File: src/rtl/fall_detector_filtered.sv
// Filtered fall detector: HOLD consecutive valid samples above the factory threshold raise
// a latched alarm. Hysteresis gates re-arming, and a saturating counter records alarm events.
module fall_detector_filtered #(
    parameter int WIDTH = 8,
    parameter int HOLD  = 4,
    parameter int HYST  = 2,
    parameter int CNT_W = 8
) (
    input  logic             clk,
    input  logic             rst,
    input  logic             sensorValid,
    input  logic [WIDTH-1:0] fdSensorValue,
    input  logic [WIDTH-1:0] fdFactoryValue,
    input  logic             ack,
    output logic             fallDetected,
    output logic             fallPulse,
    output logic [1:0]       state,
    output logic [CNT_W-1:0] fallCount
);

    typedef enum logic [1:0] {
        IDLE     = 2'd0,
        ARMING   = 2'd1,
        ALARM    = 2'd2,
        COOLDOWN = 2'd3
    } stateT;

    localparam logic [WIDTH:0] HystExt  = (WIDTH+1)'(HYST);
    localparam logic [7:0]     HoldLast = 8'(HOLD - 1);

    stateT          curState, nextState;
    logic [7:0]     holdCnt, holdCntNext;
    logic           enterAlarm;
    logic [WIDTH:0] factoryExt, lowThr;
    logic           isAbove, isLow;

    // The release threshold is computed one bit wider and clamps at zero instead of wrapping.
    always_comb begin
        factoryExt = {1'b0, fdFactoryValue};
        lowThr     = '0;
        if (factoryExt >= HystExt) begin
            lowThr = factoryExt - HystExt;
        end
        isAbove = fdSensorValue > fdFactoryValue;
        isLow   = {1'b0, fdSensorValue} <= lowThr;
    end

    always_comb begin
        nextState   = curState;
        holdCntNext = holdCnt;
        enterAlarm  = 1'b0;
        case (curState)
            IDLE: begin
                holdCntNext = '0;
                if (sensorValid && isAbove) begin
                    if (HOLD == 1) begin
                        nextState  = ALARM;
                        enterAlarm = 1'b1;
                    end else begin
                        nextState   = ARMING;
                        holdCntNext = 8'd1;
                    end
                end
            end
            ARMING: begin
                if (sensorValid) begin
                    if (isAbove) begin
                        if (holdCnt == HoldLast) begin
                            nextState   = ALARM;
                            enterAlarm  = 1'b1;
                            holdCntNext = '0;
                        end else begin
                            holdCntNext = holdCnt + 8'd1;
                        end
                    end else if (isLow) begin
                        nextState   = IDLE;
                        holdCntNext = '0;
                    end
                end
            end
            ALARM: begin
                holdCntNext = '0;
                if (ack) begin
                    nextState = COOLDOWN;
                end
            end
            COOLDOWN: begin
                holdCntNext = '0;
                if (sensorValid && isLow) begin
                    nextState = IDLE;
                end
            end
            default: begin
                nextState   = IDLE;
                holdCntNext = '0;
            end
        endcase
    end

    always_ff @(posedge clk) begin
        if (rst) begin
            curState     <= IDLE;
            holdCnt      <= '0;
            fallDetected <= 1'b0;
            fallPulse    <= 1'b0;
            fallCount    <= '0;
        end else begin
            curState     <= nextState;
            holdCnt      <= holdCntNext;
            fallDetected <= (nextState == ALARM);
            fallPulse    <= enterAlarm;
            if (enterAlarm && (fallCount != '1)) begin
                fallCount <= fallCount + 1'b1;
            end
        end
    end

    assign state = curState;

endmodule

File: config.mk
export PLATFORM = sky130hd
export DESIGN_NAME = fall_detector_filtered
export DESIGN_NICKNAME = d
export VERILOG_FILES = /design/src/rtl/fall_detector_filtered.sv
export SDC_FILE = /design/constraint.sdc
export NUM_CORES = 1
export LEC_CHECK = 0
export ABC_AREA = 1
export BUFFER_PORTS_ARGS = -buffer_cell sky130_fd_sc_hd__buf_2
export CAP_MARGIN = 20
export CORE_MARGIN = 8
export CORE_UTILIZATION = 39
export CTS_CLUSTER_SIZE = 14
export DETAILED_ROUTE_END_ITERATION = 16
export GPL_ROUTABILITY_DRIVEN = 1
export SLEW_MARGIN = 15
export SYNTH_ARGS = -nofsm -noshare
export SYNTH_HDL_FRONTEND = slang
export SYNTH_SLANG_ARGS = --single-unit
File: constraint.sdc
create_clock -name clk -period 2.95 [get_ports clk]
set_input_delay 0.295 -clock clk [delete_from_list [all_inputs] [get_ports clk]]
set_output_delay 0.295 -clock clk [all_outputs]
set_load 0.01 [all_outputs]
# Word level (Yosys, flattened, before mapping)
# Cells that the tools add are included.
op_classes:
  add_sub_neg: 3
  magnitude_cmp: 3
  muxes: 19
  reduce_logical: 6
  n_eq_ne: 8
op_table:
  columns: ["operator", "n"]
  rows:
  - ["8-bit two-way mux", 4]
  - ["8-bit case mux with 3 select lines", 1]
  - ["8-bit by 1-bit adder with 8-bit output, second input constant", 2]
  - ["2-bit two-way mux", 7]
  - ["8-bit by 9-bit less-or-equal comparator with 1-bit output", 1]
  - ["9-bit two-way mux", 1]
  - ["8-bit by 2-bit subtractor with 9-bit output, second input constant", 1]
  - ["8-bit by 2-bit == test with 1-bit output, second input constant", 1]
  - ["8-bit by 2-bit >= comparator with 1-bit output, second input constant", 1]
  - ["8-bit greater-than comparator", 1]
  - ["8-bit inequality test, second input constant", 1]
  - ["2-bit case mux with 4 select lines", 1]
  - ["2-bit == test, second input constant", 3]
  - ["1-bit two-way mux", 5]
  - ["1-bit logical AND", 3]
  - ["3-bit inequality test, second input constant", 1]
  - ["2-bit by 1-bit == test with 1-bit output, second input constant", 1]
  - ["2-bit zero test", 1]
  - ["2-bit inequality test, second input constant", 1]
  - ["2-bit AND reduction", 1]
  - ["2-bit OR reduction", 1]
word_totals:
  inputBits: 20
  out_inout_bits: 12
  register_bits: 20
  word_cells: 44

# Logic depth before layout (Yosys ltp)
# Gate-level depths: netlist of the first run.
logic_depth:
  ltp_word: 8
  depth_mapped: 24
  ltp_nobuf: 23

# Worst setup path before layout of the first run
# OpenSTA, ideal clock, no wires.
synth_path:
  kind: "input to register"
  from: "input fdFactoryValue[1]"
  to: "register fallDetected"
  path_slack_ns: 0.458
  setup_time_ns: 0.064
  t_required_ns: 2.886
  cell_stages: 24
  arrival_ns: 2.428
  path_buffers: 1
  cell_sequence: "inv_1 ha_1 nand2_2 nor3_4 nand3_4 inv_1 or2_2 ha_1 nand2_1 nand2_1 nand2_1 nand3_1 nand2_1 nand2_1 nand2_1 nand2_1 nand2_1 nand2_4 nand2_4 buf_6 nand2_2 nor2_1 nand2_1 nor2_1"
synth_between:
  elab_chain_cells: 8
  word_cells_on_any_way: 14
  classes_between: "add/sub (1); order compare (3); eq/ne (1); mux (7); reduce/logical (2)"
synth_lines:
  columns: ["element", "line_no", "text"]
  rows:
  - ["from (decl)", "13", "input logic [WIDTH-1:0] fdFactoryValue,"]
  - ["8-bit by 2-bit subtractor with 9-bit output or 8-bit by 2-bit >= comparator with 1-bit output (tied branches)", "42, 41", null]
  - ["9-bit two-way mux", "41", "if (factoryExt >= HystExt) begin"]
  - ["8-bit by 9-bit less-or-equal comparator with 1-bit output", "45", "isLow = {1'b0, fdSensorValue} <= lowThr;"]
  - ["2-bit two-way mux", "75", "end else if (isLow) begin"]
  - ["2-bit two-way mux", "67", "if (isAbove) begin"]
  - ["2-bit two-way mux", "66", "if (sensorValid) begin"]
  - ["2-bit case mux with 4 select lines (*)", "52", "case (curState)"]
  - ["2-bit == test (*)", "110", "fallDetected <= (nextState == ALARM);"]
  - ["to (signal assigned)", "110", null]
  - ["to (decl)", "15", "output logic fallDetected,"]
# Every way passes the cells marked *; elsewhere a longest branch is shown, timed or not.
# A chain may end at the register's enable or synchronous reset.

# Final worst setup path of the first run
layout_path:
  from: "input fdFactoryValue[1]"
  to: "register holdCnt[2]"
layout_between:
  elab_chain_cells: 5
  word_cells_on_any_way: 10
  classes_between: "add/sub (1); order compare (3); eq/ne (1); mux (4); reduce/logical (1)"
layout_lines:
  columns: ["element", "line_no", "text"]
  rows:
  - ["8-bit by 2-bit subtractor with 9-bit output or 8-bit by 2-bit >= comparator with 1-bit output (tied branches)", "42, 41", null]
  - ["9-bit two-way mux", "41", null]
  - ["8-bit by 9-bit less-or-equal comparator with 1-bit output", "45", null]
  - ["3-bit inequality test (no source line)", null, null]
  - ["2-bit AND reduction (no source line)", null, null]
  - ["to (signal assigned)", "109", "holdCnt <= holdCntNext;"]
  - ["to (decl)", "32", "logic [7:0] holdCnt, holdCntNext;"]
# Several ways; a longest one is shown, not always the timed one. The select of a mux whose other input is x is not followed.

==> results of run 1 <==
sequential cells by signal, summed over array words and instances (netlist names):
register,flops
state,2
fallDetected,1
holdCnt,8
fallCount,8
fallPulse,1
how the worst max path moves through the flow:
| stage | startpoint | endpoint | slack, ns | cells past startpoint |
|---|---|---|---|---|
| finish | fdFactoryValue[1] | holdCnt[2] | 0.44 | 23 |
| global route | fdFactoryValue[1] | holdCnt[2] | 0.17 | 23 |
| CTS | fdFactoryValue[1] | holdCnt[6] | 0.43 | 23 |
| detailed placement | fdFactoryValue[1] | holdCnt[6] | 0.16 | 23 |
| global placement | fdFactoryValue[1] | holdCnt[6] | 0.24 | 23 |
| floorplan | fdFactoryValue[1] | fallDetected | 0.46 | 24 |
kinds of logic (layout without fill, tap and decap cells):
group,after synthesis,in the layout
simple gates,145,145
compound gates,25,25
fa+ha+maj,19,19
xor+xnor,6,6
buf+inv,44,76
flops,20,20
layer usage:
metal / vias to the layer above / track usage, %
met5: - / 0
met4: 0 / 1.93
met3: 2 / 2.84
met2: 25 / 21.2
met1: 692 / 14.1
li1: 904 / -
cells in the final DEF, fill, tap and decap left out, drive strengths merged:
cell and count:
inv 42, a21boi 1, dfxtp 20, or2 3, a41oi 1, ha 19
o21a 1, nor4 1, nand3 22, a31oi 1, clkbuf 3, nand2 66
a21oi 18, o21ai 3, xor2 6, nand4 10, buf 31, nor2 34
nand3b 2, nor3 7
worst max-delay path, delay by kind of cell:
family,cells,cell delay (ns)
AO/OA/AOI/OAI,1,0.21
adder cells (fa/ha/maj),2,0.52
buffers and inverters,3,0.22
AND/OR/NAND/NOR,17,1.44
final cells by class:
type                            count  share of cell area [%]
Tap cell                           52                    3.37
Timing Repair Buffer               31                    8.03
Inverter                           42                    8.16
Sequential cell                    20                    20.7
Clock buffer                        3                    2.14
Multi-Input combinational cell    195                    57.6
through the flow:
step	hold slack (ns)	setup slack, ns	area, um^2
after floorplan	0.444	0.458	1690
after global placement	0.484	0.242	1890
after detailed placement	0.491	0.159	1890
after CTS	0.376	0.427	1930
after global routing	0.388	0.173	1930
final	0.373	0.438	1930
power groups by stage:
stage                     Clock [uW]  Combinational (uW)  Sequential (uW)
after global routing             199                 157              277
final                            179                 135              276
after detailed placement           0                 136              282
after floorplan                    0                96.3              282
after global placement             0                 135              282
after CTS                        186                 136              276
==> key figures, run 1 <==
Status
  • Status: complete, no violations

Drt
  • Routed len/inst: 10.9 um
  • Vias: 1623
  • First-pass iteration count of the detailed router: 4
  • DR top layer: met4
  • Drc violations: 0
  • Routed Antenna Nets: 0
  • WL met3: 179 um
  • Met1 Routed Length: 1750 um
  • DRC marker count from the first detailed-route iteration: 102
  • Final wirelength: 3750 um
  • Post-DR vias/cell: 4.73
  • WL met2: 1810 um

Die
  • Num ports: 32
  • Rows: 24
  • Die X: 81.8 um
  • CORE AREA: 4260 um^2
  • Chip Height: 81.8 um
  • Initial core utilization: 39.6%
  • Die area: 6680 um^2

Pwr
  • Final Power: 589 uW
  • Leakage: 0.00101 uW
  • Pwr per Cell Area: 305 nW/um^2
  • Combinational power share: 22.8%
  • Switching pwr: 174 uW
  • Internal power: 415 uW
  • Fraction of power consumed by sequential logic: 46.8%
  • Sw Ratio: 29.5%
  • Worst VDD drop: 278 uV
  • Clock power share: 30.4%

Synth
  • Ranking of synthesized cells by area: dfxtp_1 (24%), ha_1 (14%), nand2_1 (13%), inv_1 (9.3%), nor2_1 (7.3%)
  • Yosys cell types: 26
  • Mapped Nets: 298
  • Main combinational cell family by area after synthesis: simple AND/OR/NAND/NOR gates
  • Yosys top cell by area: dfxtp_1
  • Ys flop type: dfxtp_1
  • Sequential-to-total area share from yosys stat: 23.7%
  • Number of synthesized flops with an enable pin: 0
  • Post-synthesis xor/xnor area fraction: 3.12%
  • Synth Area in Compound Gates: 8.68%
  • Asr flop ratio synth: 0%
  • Count leader, synth: nand2_1
  • Post-synthesis adder-cell area fraction: 14.1%
  • Share of the synthesized area in the top cell type: 23.7%
  • Gate Count Post-Synth: 259
  • Flops & latches, synth: 20
  • Yosys warns: 0
  • Synth Cell Area: 1690 um^2
  • Post-Synth Simple-Gate Area: 40.1%
  • Syn_area_per_cell: 6.51 um^2
  • Synth top cells by count: nand2_1 (59), inv_1 (42), nor2_1 (33)
  • Multiplexer share of the synthesized area: 0%

Clock tree
  • Reg clk slew, reported paths: 0.08 ns
  • Resized cells post-CTS: 0
  • CTS Buffer Depth: 2
  • Sinks on the clock net: 20
  • Clk_lat worst skew: 0.26 ns
  • Post-CTS Repair Setup Buffers: 0
  • CTS Hold Bufs: 0
  • Max H-tree Level: 1
  • Num CTS Buffers: 3
  • CTS tree: yes
  • CTS root buffer: clkbuf_8

Final layout
  • Fin cells: 343
  • Filler Cells Inserted: 463
  • Register area: 400 um^2
  • Final Util: 45.3%
  • Layout cells sized above 1: 17.2%
  • Number of antenna repair diodes: 0
  • Multi-input gate area: 1110 um^2
  • Area grow syn2layout: 14.6%
  • Final nets: 332

Worst hold path
  • HP Class: primary input to register
  • Hold path depth: 2
  • Worst Hold Launch: rst
  • Hold endpoint: fallPulse

Worst setup path
  • Setup CP Type: primary input to register
  • End of the worst register-to-register path: fallCount[3]
  • Required @ worst endpoint: 3.14 ns
  • Flop2flop setup slack: 1.01 ns
  • Worst R2R Path Depth: 8
  • Critical Path End Type: register
  • Startpoint Class: primary input
  • Most frequent cell on the critical path: nand2_1
  • CP cell instances: buf_2 > inv_1 > ha_1 > nand2_2 > nor3_4 > nand3_4 > inv_1 > or2_2 > ha_1 > nand2_1 > nor2_1 > nand2_1 > nand3_1 > nand2_1 > nand2_1 > nand2_1 > nand2_1 > nand2_1 > nand2_4 > nand2_4 > a21oi_2 > nand2_1 > nor2_1
  • Critical Path AT: 2.71 ns
  • CP max-delay cell: ha_1
  • Critical-path maximum fanout: 11
  • CP peak stage delay: 0.29 ns
  • RR Startpoint: holdCnt[0]

Timing
  • Worst relative slew slack: 74.4%
  • Max Clock Freq: 0.398 GHz
  • RSZ-0062 raised after global routing: no
  • Final Critical Period: 2.51 ns
  • Final Cycle Share: 85.2%
  • Slew Viols, Final: 0
  • Final Setup Violations: 0
  • Setup Skew: 0.00785 ns
  • Least-Margin Pin Slew: 0.381 ns
  • Final hold viol count: 0
  • Setup TNS: 0 ns

Global route
  • GR Util All Layers: 11.8%
  • First-pass GRT wire length: 6470 um
  • Vias in the first global route: 1595
  • Total gr overflow: 0
  • Initial antenna violation count: 0
  • Largest net degree at the start of global routing: 13

Placement
  • Inst Count DP: 340
  • Routability-driven placement congestion ratio: 0.839
  • Detailed Place HPWL: 3140 um
  • PortBufs: 31

Flow run
  • Max-cap violation count: 0
Power figures use the tool's default switching activity.
==> inputs of run 2 (changes only) <==
--- a/config.mk
+++ b/config.mk
@@ -8,11 +8,11 @@
 export ABC_AREA = 1
 export BUFFER_PORTS_ARGS = -buffer_cell sky130_fd_sc_hd__buf_2
 export CAP_MARGIN = 20
-export CORE_MARGIN = 8
 export CORE_UTILIZATION = 39
 export CTS_CLUSTER_SIZE = 14
 export DETAILED_ROUTE_END_ITERATION = 16
 export GPL_ROUTABILITY_DRIVEN = 1
+export PLACE_DENSITY = 0.7
 export SLEW_MARGIN = 15
 export SYNTH_ARGS = -nofsm -noshare
 export SYNTH_HDL_FRONTEND = slang
==> key figures, run 2 (same netlist as run 1, synthesis figures left out) <==
Timing
  • Final Critical Period: 2.55 ns
  • Slew Viols, Final: 0
  • Hold Slack: 0.364 ns
  • Worst relative slew slack: 75.0%
  • RSZ-0062 raised after global routing: no
  • Least-Margin Pin Slew: 0.374 ns
  • Final Cycle Share: 86.6%
  • Setup TNS: 0 ns
  • Setup Skew: 0.00211 ns
  • Final Setup Violations: 0
  • Final hold viol count: 0
  • Max Clock Freq: 0.391 GHz

Placement
  • PortBufs: 31
  • Inst Count DP: 338
  • Routability-driven placement congestion ratio: 0.929
  • Detailed Place HPWL: 3000 um

Worst setup path
  • CP max-delay cell: ha_1
  • Flop2flop setup slack: 1.00 ns
  • CP cell instances: buf_2 > inv_1 > ha_1 > nand2_2 > nor3_4 > nand3_4 > inv_1 > or2_2 > ha_1 > nand2_1 > nor2_1 > nand2_1 > nand3_1 > nand2_1 > nand2_1 > nand2_1 > nand2_1 > nand2_1 > nand2_4 > nand2_4 > a21oi_2 > nand2_1 > nor2_1
  • Worst path bufs/invs: 3
  • Most frequent cell on the critical path: nand2_1
  • RR Startpoint: holdCnt[0]
  • Setup CP Type: primary input to register
  • Required @ worst endpoint: 3.14 ns
  • Critical Path AT: 2.75 ns
  • Crit path max-delay family: simple AND/OR/NAND/NOR gates
  • Critical Path Start: fdFactoryValue[1]
  • Critical-path maximum fanout: 11
  • Worst R2R Path Depth: 8
  • Crit path capture: holdCnt[5]
  • Startpoint Class: primary input
  • End of the worst register-to-register path: fallCount[3]
  • WP depth: 23
  • CP peak stage delay: 0.29 ns
  • Critical Path End Type: register

Clock tree
  • CTS tree: yes
  • Max H-tree Level: 1
  • Reg clk slew, reported paths: 0.07 ns
  • CTS root buffer: clkbuf_8
  • Clk_lat worst skew: 0.25 ns
  • Num CTS Buffers: 3
  • Sinks on the clock net: 20
  • Resized cells post-CTS: 0
  • Post-CTS Repair Setup Buffers: 0
  • CTS Buffer Depth: 2
  • CTS Hold Bufs: 0

Global route
  • Initial antenna violation count: 0
  • Total gr overflow: 0
  • First-pass GRT wire length: 5750 um
  • Largest net degree at the start of global routing: 13
  • Vias in the first global route: 1463
  • GR Util All Layers: 16.1%

Die
  • Die X: 67.8 um
  • Die area: 4590 um^2
  • CORE AREA: 4090 um^2
  • Rows: 23
  • Chip Height: 67.8 um
  • Num ports: 32
  • Initial core utilization: 41.3%

Final layout
  • Most frequent cells in the layout: nand2_1 (59), inv_1 (42), nor2_1 (33)
  • Fin cells: 342
  • Layout cells sized above 1: 17.5%
  • Area grow syn2layout: 15.3%
  • Final Util: 47.6%
  • Number of antenna repair diodes: 0
  • Commonest non-fill, non-tap cell in the layout: nand2_1
  • Final nets: 332

Pwr
  • Leakage: 0.00102 uW
  • Worst VDD drop: 412 uV
  • Pwr per Cell Area: 316 nW/um^2
  • Final Power: 615 uW

Status
  • Status: complete, no violations

Drt
  • Final wirelength: 3600 um
  • Post-DR vias/cell: 4.80
  • Routed Antenna Nets: 0
  • Routed len/inst: 10.5 um
  • Drc violations: 0
  • DRC marker count from the first detailed-route iteration: 73
  • Vias: 1641
  • First-pass iteration count of the detailed router: 4

Flow run
  • Max-cap violation count: 0

Worst hold path
  • HP Class: primary input to register
==> run 2: worst min-delay path by stage <==
stage	startpoint	end	cells after the start
final	rst	state[0]	2
after CTS	rst	state[0]	2
after floorplan	rst	holdCnt[2]	3
after detailed placement	fallCount[7]	fallCount[7]	2
after global routing	rst	holdCnt[1]	2
after global placement	fallCount[7]	fallCount[7]	2
==> run 2: per-stage QoR <==
step           cell area (um^2)  setup WS, ns
6_report                   1940         0.395
5_1_grt                    1940         0.156
4_1_cts                    1940         0.382
3_5_place_dp               1890         0.114
3_3_place_gp               1890         0.228
2_1_floorplan              1690         0.458
==> run 2: layer usage <==
| metal | share of wire [%] | global-route usage, % | vias up | wire, um |
|---|---|---|---|---|
| met5 | 0 | 0 | - | 0 |
| met4 | 1.0 | 3.46 | 0 | 36 |
| met3 | 3.3 | 2.70 | 4 | 117 |
| met2 | 46 | 29.5 | 31 | 1670 |
| met1 | 49 | 19.4 | 700 | 1770 |
| li1 | - | - | 906 | - |
==> run 2: layout make-up <==
| class | count | area [um^2] |
|---|---|---|
| fill | 421 | 2140 |
| multi-input combinational | 195 | 1110 |
| sequential | 20 | 400 |
| inverter | 42 | 158 |
| timing repair buffer | 31 | 155 |
| tap | 50 | 62.6 |
| clock buffer | 4 | 55.1 |
==> run 2: power by group <==
part / internal, uW / total (uW) / switching [uW]
Combinational: 51.6 / 135 / 82.9
Clock: 119 / 204 / 86.0
Sequential: 273 / 276 / 3.55
Total: 443 / 615 / 172
